--- src/rtl/poly_voice_engine.sv ---
// poly_voice_engine: time-multiplexed N-voice oscillator, ADSR and saturating mixer.
// Define POLY_VOICE_NOISE_EN to give wave 3 a shared 16-bit Galois LFSR noise source.
module poly_voice_engine #(
   parameter int BITSIZE   = 16,
   parameter int VOICES    = 8,
   parameter int PHASESIZE = 24
) (
   input  logic                        clk,
   input  logic                        rst,
   input  logic                        sample_tick,
   input  logic [VOICES-1:0]           gate,
   input  logic                        cfg_we,
   input  logic [$clog2(VOICES)-1:0]   cfg_voice,
   input  logic [1:0]                  cfg_addr,
   input  logic [31:0]                 cfg_data,
   output logic signed [BITSIZE-1:0]   out,
   output logic                        out_valid,
   output logic                        busy,
   output logic                        clip,
   output logic                        overrun
);
   localparam int VW = $clog2(VOICES);
   localparam int AW = BITSIZE + VW;
   localparam logic signed [BITSIZE-1:0] MAXP = BITSIZE'(2**(BITSIZE-1)-1);
   localparam logic signed [BITSIZE-1:0] MINN = ~MAXP;
   localparam logic signed [AW-1:0] AMAX = AW'(2**(BITSIZE-1)-1);
   localparam logic signed [AW-1:0] AMIN = ~AMAX;

   typedef enum logic [1:0] {S_IDLE, S_LOAD, S_VOICE, S_SAT} state_t;
   typedef enum logic [2:0] {E_IDLE, E_ATT, E_DEC, E_SUS, E_REL} env_t;

   state_t                     state_q, state_d;
   logic [VW-1:0]              v_q, v_d;
   logic                       ph_q, ph_d;
   logic [PHASESIZE-1:0]       freq_sh_q [VOICES], freq_sh_d [VOICES], freq_q [VOICES], freq_d [VOICES];
   logic [31:0]                adsr_sh_q [VOICES], adsr_sh_d [VOICES], adsr_q [VOICES], adsr_d [VOICES];
   logic [1:0]                 wsel_sh_q [VOICES], wsel_sh_d [VOICES], wsel_q [VOICES], wsel_d [VOICES];
   logic [PHASESIZE-1:0]       phase_q [VOICES], phase_d [VOICES];
   logic [15:0]                amp_q [VOICES], amp_d [VOICES];
   env_t                       env_q [VOICES], env_d [VOICES];
   logic [VOICES-1:0]          gate_s_q, gate_s_d, gate_p_q, gate_p_d;
   logic signed [BITSIZE-1:0]  wave_q, wave_d, out_q, out_d, noise;
   logic signed [AW-1:0]       acc_q, acc_d;
   logic                       out_valid_q, out_valid_d, clip_q, clip_d, overrun_q, overrun_d;

   logic [PHASESIZE-1:0]       p;
   logic [BITSIZE-1:0]         pt;
   logic [BITSIZE-2:0]         tri_t;
   logic signed [BITSIZE+16:0] prod;
   logic [16:0]                ainc, sum, dn, rn;
   logic [15:0]                dstep, rstep, sus;
   logic                       rise, a_sat, d_hit, r_hit;
   env_t                       es;

`ifdef POLY_VOICE_NOISE_EN
   logic [15:0] lfsr_q, lfsr_d, lfsr_n;
   always_comb begin
      lfsr_n = {1'b0, lfsr_q[15:1]} ^ (lfsr_q[0] ? 16'hB400 : 16'h0000);
      lfsr_d = (state_q == S_VOICE && !ph_q && wsel_q[v_q] == 2'd3) ? lfsr_n : lfsr_q;
      noise = BITSIZE'($signed(lfsr_n));
   end
   always_ff @(posedge clk or posedge rst) begin
      if (rst) lfsr_q <= 16'hACE1;
      else lfsr_q <= lfsr_d;
   end
`else
   assign noise = '0;
`endif

   always_comb begin
      state_d = state_q;
      v_d = v_q;
      ph_d = ph_q;
      freq_sh_d = freq_sh_q;
      adsr_sh_d = adsr_sh_q;
      wsel_sh_d = wsel_sh_q;
      freq_d = freq_q;
      adsr_d = adsr_q;
      wsel_d = wsel_q;
      phase_d = phase_q;
      amp_d = amp_q;
      env_d = env_q;
      gate_s_d = gate_s_q;
      gate_p_d = gate_p_q;
      wave_d = wave_q;
      acc_d = acc_q;
      out_d = out_q;
      out_valid_d = 1'b0;
      clip_d = 1'b0;
      overrun_d = overrun_q | (sample_tick && state_q != S_IDLE);
      p = phase_q[v_q] + freq_q[v_q];
      pt = p[PHASESIZE-1 -: BITSIZE];
      tri_t = pt[BITSIZE-1] ? ~pt[BITSIZE-2:0] : pt[BITSIZE-2:0];
      prod = wave_q * $signed({1'b0, amp_q[v_q]});
      sus = {adsr_q[v_q][15:8], 8'h00};
      ainc = 17'({1'b0, adsr_q[v_q][31:24]} + 9'd1) << 4;
      dstep = 16'({1'b0, adsr_q[v_q][23:16]} + 9'd1) << 2;
      rstep = 16'({1'b0, adsr_q[v_q][7:0]} + 9'd1) << 2;
      sum = {1'b0, amp_q[v_q]} + ainc;
      dn = {1'b0, amp_q[v_q]} - {1'b0, dstep};
      rn = {1'b0, amp_q[v_q]} - {1'b0, rstep};
      a_sat = sum >= 17'h0FFFF;
      d_hit = dn[16] || dn[15:0] <= sus;
      r_hit = rn[16] || rn[15:0] == 16'h0000;
      rise = gate_s_q[v_q] & ~gate_p_q[v_q];
      es = rise ? E_ATT
         : (!gate_s_q[v_q] && env_q[v_q] inside {E_ATT, E_DEC, E_SUS}) ? E_REL
         : env_q[v_q];
      if (cfg_we && cfg_addr == 2'd0) freq_sh_d[cfg_voice] = cfg_data[PHASESIZE-1:0];
      if (cfg_we && cfg_addr == 2'd1) adsr_sh_d[cfg_voice] = cfg_data;
      if (cfg_we && cfg_addr == 2'd2) wsel_sh_d[cfg_voice] = cfg_data[1:0];
      case (state_q)
         S_IDLE: state_d = sample_tick ? S_LOAD : S_IDLE;
         S_LOAD: begin
            freq_d = freq_sh_q;
            adsr_d = adsr_sh_q;
            wsel_d = wsel_sh_q;
            gate_p_d = gate_s_q;
            gate_s_d = gate;
            acc_d = '0;
            v_d = '0;
            ph_d = 1'b0;
            state_d = S_VOICE;
         end
         S_VOICE: begin
            ph_d = ~ph_q;
            if (!ph_q) begin
               phase_d[v_q] = p;
               wave_d = wsel_q[v_q] == 2'd0 ? pt ^ MINN
                      : wsel_q[v_q] == 2'd1 ? (p[PHASESIZE-1] ? MINN : MAXP)
                      : wsel_q[v_q] == 2'd2 ? {tri_t, 1'b0} - MAXP
                      : noise;
            end else begin
               // mix uses the amplitude from before this sweep's envelope step
               acc_d = acc_q + AW'(prod >>> 16);
               amp_d[v_q] = es == E_ATT ? (a_sat ? 16'hFFFF : sum[15:0])
                          : es == E_DEC ? (d_hit ? sus : dn[15:0])
                          : es == E_SUS ? sus
                          : es == E_REL ? (r_hit ? 16'h0000 : rn[15:0])
                          : amp_q[v_q];
               env_d[v_q] = es == E_ATT ? (a_sat ? E_DEC : E_ATT)
                          : es == E_DEC ? (d_hit ? E_SUS : E_DEC)
                          : es == E_REL ? (r_hit ? E_IDLE : E_REL)
                          : es;
               v_d = v_q + VW'(1);
               state_d = v_q == VW'(VOICES-1) ? S_SAT : S_VOICE;
            end
         end
         default: begin
            out_d = acc_q > AMAX ? MAXP : acc_q < AMIN ? MINN : BITSIZE'(acc_q);
            clip_d = acc_q > AMAX || acc_q < AMIN;
            out_valid_d = 1'b1;
            state_d = S_IDLE;
         end
      endcase
   end

   always_ff @(posedge clk or posedge rst) begin
      if (rst) begin
         state_q <= S_IDLE;
         v_q <= '0;
         ph_q <= 1'b0;
         freq_sh_q <= '{default: '0};
         adsr_sh_q <= '{default: '0};
         wsel_sh_q <= '{default: '0};
         freq_q <= '{default: '0};
         adsr_q <= '{default: '0};
         wsel_q <= '{default: '0};
         phase_q <= '{default: '0};
         amp_q <= '{default: '0};
         env_q <= '{default: E_IDLE};
         gate_s_q <= '0;
         gate_p_q <= '0;
         wave_q <= '0;
         acc_q <= '0;
         out_q <= '0;
         out_valid_q <= 1'b0;
         clip_q <= 1'b0;
         overrun_q <= 1'b0;
      end else begin
         state_q <= state_d;
         v_q <= v_d;
         ph_q <= ph_d;
         freq_sh_q <= freq_sh_d;
         adsr_sh_q <= adsr_sh_d;
         wsel_sh_q <= wsel_sh_d;
         freq_q <= freq_d;
         adsr_q <= adsr_d;
         wsel_q <= wsel_d;
         phase_q <= phase_d;
         amp_q <= amp_d;
         env_q <= env_d;
         gate_s_q <= gate_s_d;
         gate_p_q <= gate_p_d;
         wave_q <= wave_d;
         acc_q <= acc_d;
         out_q <= out_d;
         out_valid_q <= out_valid_d;
         clip_q <= clip_d;
         overrun_q <= overrun_d;
      end
   end

   assign out = out_q;
   assign out_valid = out_valid_q;
   assign busy = state_q != S_IDLE;
   assign clip = clip_q;
   assign overrun = overrun_q;
endmodule
--- config.mk ---
export PLATFORM = sky130hd
export DESIGN_NAME = poly_voice_engine
export DESIGN_NICKNAME = d
export VERILOG_FILES = /design/src/rtl/poly_voice_engine.sv
export SDC_FILE = /design/constraint.sdc
export NUM_CORES = 2
export LEC_CHECK = 0
export CAP_MARGIN = 10
export CORE_MARGIN = 8
export CORE_UTILIZATION = 35
export CTS_CLUSTER_DIAMETER = 40
export DETAILED_ROUTE_END_ITERATION = 7
export PLACE_DENSITY = 0.57
export SLEW_MARGIN = 0
export SYNTH_ARGS = -nofsm -noshare
export SYNTH_HDL_FRONTEND = slang
export SYNTH_SLANG_ARGS = --single-unit
--- constraint.sdc ---
create_clock -name clk -period 124.5 [get_ports clk]
set_input_delay 24.9 -clock clk [delete_from_list [all_inputs] [get_ports clk]]
set_output_delay 24.9 -clock clk [all_outputs]
set_load 0.02 [all_outputs]
== Word level (Yosys, flattened, before mapping) ==
Index checks and enable logic that the tools add are counted.

* Register bits after elaboration: 1,348
* Bits of input ports: 49
* Output and inout bits: 20
* Word-level logic and storage cells: 221

* Add/subtract/negate cells: 10
* Multipliers: 1
* $lt $le $gt $ge: 9
* Equal/unequal tests: 15
* Muxes and demuxes: 73
* Bitwise operators: 8
* Reductions and logical operators: 22

{| class="wikitable"
|+ Operators by type and width
! operator !! count
|-
| 192-bit bitwise mux || 2
|-
| 256-bit bitwise mux || 1
|-
| 16-bit two-way mux || 16
|-
| 24-bit binary-select mux with 3-bit select || 2
|-
| 24-bit demux with 3-bit select || 2
|-
| 24-bit two-way mux || 6
|-
| 128-bit bitwise mux || 1
|-
| 32-bit binary-select mux with 3-bit select || 1
|-
| 32-bit demux with 3-bit select || 1
|-
| 32-bit two-way mux || 3
|-
| 16-bit binary-select mux with 3-bit select || 1
|-
| 16-bit demux with 3-bit select || 1
|-
| 19-bit case mux with 2 select lines || 1
|-
| 16-bit by 11-bit subtractor with 17-bit output || 2
|-
| 16-bit by 17-bit multiplier with 33-bit output || 1
|-
| 3-bit two-way mux || 10
|-
| 8-bit by 1-bit adder with 9-bit output, second input constant || 3
|-
| 24-bit adder || 1
|-
| 24-bit bitwise mux || 1
|-
| 19-bit by 17-bit adder with 19-bit output || 1
|-
| 19-bit by 16-bit > comparator with 1-bit output, second input constant || 1
|-
| 19-bit by 16-bit less-than comparator with 1-bit output, second input constant || 1
|-
| 19-bit two-way mux || 1
|-
| 16-bit by 13-bit adder with 17-bit output || 1
|-
| other kinds (39) || 77
|}

== Longest topological paths before layout ==
* Word-level depth: 15
* Mapped depth: 45
* Depth with buffers taken out: 41

== Worst setup path before layout ==
Ideal clock, no wire load.

* Path type: input-to-reg
* From: input port cfg_addr[0]
* To: register freq_sh_q[0] (netlist name)
* Library setup time: 0.125 ns
* Arrival: 26.498 ns
* Data required time: 124.375 ns
* Path slack: 97.877 ns
* Stages: 5
* Buffers on the path: 2
* Cells stage by stage: or3b_2 -> clkbuf_1 -> nor2_1 -> clkbuf_1 -> mux2_2

* Word-level cells in the longest chain between the ends: 2

{| class="wikitable"
|+ RTL lines
! item !! RTL line !! RTL
|-
| from (decl) || 14 || <nowiki>input logic [1:0] cfg_addr,</nowiki>
|-
| 2-bit logical NOT || 109 || <nowiki>if (cfg_we && cfg_addr == 2'd0) freq_sh_d[cfg_voice] = cfg_data[PHASESIZE-1:0];</nowiki>
|-
| 1-bit logical AND || 109 ||
|-
| to (signal assigned) || 184 || <nowiki>freq_sh_q <= freq_sh_d;</nowiki>
|-
| to (decl) || 35 || <nowiki>logic [PHASESIZE-1:0] freq_sh_q [VOICES], freq_sh_d [VOICES], freq_q [VOICES], freq_d [VOICES];</nowiki>
|}

No other way between the ends.
A chain may end at the register's enable or synchronous reset.

==> results.toml <==
[cts]
cts_tree = "yes"
path_clk_slew_ns = 0.06
cts_buffers = 173
cts.sinks = 1348
post_cts_buffers = 0
clock_path_buffers = 3
clockRootBuffer = "clkbuf_16"
h-tree-depth = 4
clkLatencyLatePin_ns = 0.80
cts_hold_buf = 0
cts_resized = 0

[critical_path]
cp_top_family = "buffers and inverters"
crit_path_cell_trace = "clkdlybuf4s50_1 -> inv_8 -> buf_4 -> buf_12 -> buf_12 -> buf_4"
path_class = "primary input to asynchronous set/reset pin"
slowest_delay_ns = 0.87
required_ns = 125.28
critPathMaxFanout = 165
critPathLaunchType = "primary input"
path_buf_inv = 6
cp-end-kind = "asynchronous set/reset pin"
crit_slowest_cell = "buf_4"
arrival_ns = 29.42

[synth]
synth_cells = 5671
ys_warn_count = 0
synth_top_area_share_pct = 50.2
synth_top_area_cell = "dfrtp_1"
async_reset_ff_share_pct = 100
synth.distinct_cells = 84
synthFlopType = "dfrtp_1"
synth_seq_cells = 1348
netlist_top_cells_area = "dfrtp_1 (50%), mux2_2 (16%), fa_1 (5.9%)"
ys_seq_area_share_pct = 50.2
syn_area_sq_um = 67200
synthesis.nets = 6124
synth-edff-count = 0
synth.avg_cell_area_sq_um = 11.9

[timing]
setup_violations = 0
tns_ns = 0
skew_ns = 0.0447
period_share_pct = 23.0
slew_viol_final = 0
worst_pin_slew_ns = 1.20
max_slew_margin_pct = 19.9
hold_viol = 0
rsz0062_at_grt = "false"
fin_crit_ns = 28.63
max_freq_mhz = 34.9

[global_route]
grt_max_degree = 177
grt_pass1_wl_um = 280000
grt_pass1_vias = 46000
grt.total_usage_pct = 17.3
antenna_found_initial = 9
grt.overflow.total = 0

[floorplan]
dieArea_sq_um = 206000
die_h_um = 454
fp.dieW_um = 454
initial_core_util_pct = 35.1
row_count = 161
io_pins = 69
coreArea_sq_um = 192000

[final_layout]
syn_to_final_growth_pct = 14.5
drive_above_1_share_pct = 25.3
fillers = 18200
final_cell_mix = "dfrtp_1 (1345), mux2_2 (985), nand2_1 (571)"
final_common_cell = "dfrtp_1"
nets = 6126

[drt]
wirelength_um = 179000
drt.antenna.violating_nets = 0
avgViaCountPerCell = 5.27
dr.pass1.iters = 8
vias = 44000
routedWlPerCell_um = 21.5
dr.first_iter.drc_count = 3244
drc_errors = 0

[placement]
dp_hpwl_um = 111000
gp_congestion = 0.861
io_buffers = 68

[worst_hold_path]
hold_path_class = "flop to flop"

[job]
cap_violations = 0

[outcome]
status = "completed"
area by class of cell:
cell class / instances / area, sq um / area share (%)
Clock buffer: 216 / 4740 / 6.16
Antenna cell: 5 / 12.5 / 0.0162
Sequential cell: 1348 / 33700 / 43.8
Inverter: 320 / 1210 / 1.57
Timing Repair Buffer: 163 / 1490 / 1.94
Multi-Input combinational cell: 3667 / 31200 / 40.5
Tap cell: 2526 / 3160 / 4.10
Clock inverter: 105 / 1490 / 1.94
stage by stage:
| stage | hold WS, ns | worst slack (ns) | instances | cell area (sq um) | util (%) |
|---|---|---|---|---|---|
| floorplan | 0.442 | 61.60 | 5671 | 67200 | - |
| global placement | 0.441 | 94.98 | 8024 | 70800 | 36.9 |
| detailed placement | 0.454 | 94.94 | 8024 | 70800 | 36.9 |
| CTS | 0.471 | 95.79 | 8345 | 77000 | 40.1 |
| global route | 0.494 | 95.25 | 8348 | 77000 | 40.2 |
| finish | 0.471 | 95.87 | 8350 | 77000 | 40.2 |
registers in the layout, indices dropped and copies added, names as in the netlist, 19 cells and up:
signal and cells:
freq_q 192, env_q 24, freq_sh_q 192, phase_q 192, acc_q 19, adsr_sh_q 256
amp_q 128, adsr_q 256
logic make-up (layout without fill, tap and decap cells):
logic type / after synthesis / in the layout / share of synthesized area (%)
flip-flops: 1348 / 1348 / 50.2
AND/OR/NAND/NOR: 1112 / 1112 / 7.65
AO/OA/AOI/OAI: 1024 / 1024 / 9.99
multiplexers: 1023 / 1023 / 17.4
buffers and inverters: 656 / 804 / 3.74
adder cells (fa/ha/maj): 404 / 404 / 9.73
XOR/XNOR: 104 / 104 / 1.35
other: 0 / 5 / 0
path summary, 6_finish.rpt:
check | start | endpoint | slack (ns) | cells past startpoint
max in group clk | state_q[0] | busy | 97.19 | 4
setup / recovery | rst | freq_q[22] | 95.87 | 6
hold reg to reg | amp_q[72] | amp_q[72] | 0.47 | 2
hold / removal | amp_q[72] | amp_q[72] | 0.47 | 2
setup reg to reg | v_q[0] | acc_q[18] | 112.82 | 41
min in group asynchronous | rst | env_q[15] | 24.69 | 2
Yosys cell counts, drive strengths merged, types with 5 or more instances:
master      n
buf        60
ha        206
nand3b      9
a221oi     33
or2        10
nand3      59
clkbuf    276
dfrtp    1348
nand2     579
mux4       16
and4       12
a21oi      85
a2111oi     6
inv       319
nor3b      15
o21ai     404
mux2i      22
nor2      147
or3         9
nor2b      28
xnor2      71
nand2b     13
nand4      50
a221o       5
a211oi     16
nor3       31
o21bai     10
nor4        8
a22oi     292
o22ai      29
xor2       33
a22o       35
and3       18
mux2      985
o21a       14
and2      114
a21boi      9
o31ai      19
fa        198
a21o       26
worst register-to-register path, delay by kind of cell (launching register included):
family	cells	cell delay (ns)
xor gates and xnor gates	2	0.41
AOI/OAI and AO/OA	13	3.05
buffers and inverters	7	1.60
and+or+nand+nor	11	2.37
DFF	1	0.55
adders and majority gates	8	3.56
per-layer routing:
metal	share of wire, %	vias to the layer above	global-route usage [%]
met5	0.0073	-	0
met4	2.4	2	4.82
met3	4.1	260	2.68
met2	47	837	28.0
met1	47	23100	24.2
li1	-	19900	-
Power is not shown: default switching activity piles up to over one toggle a cycle in this logic, so the estimate is an artifact.
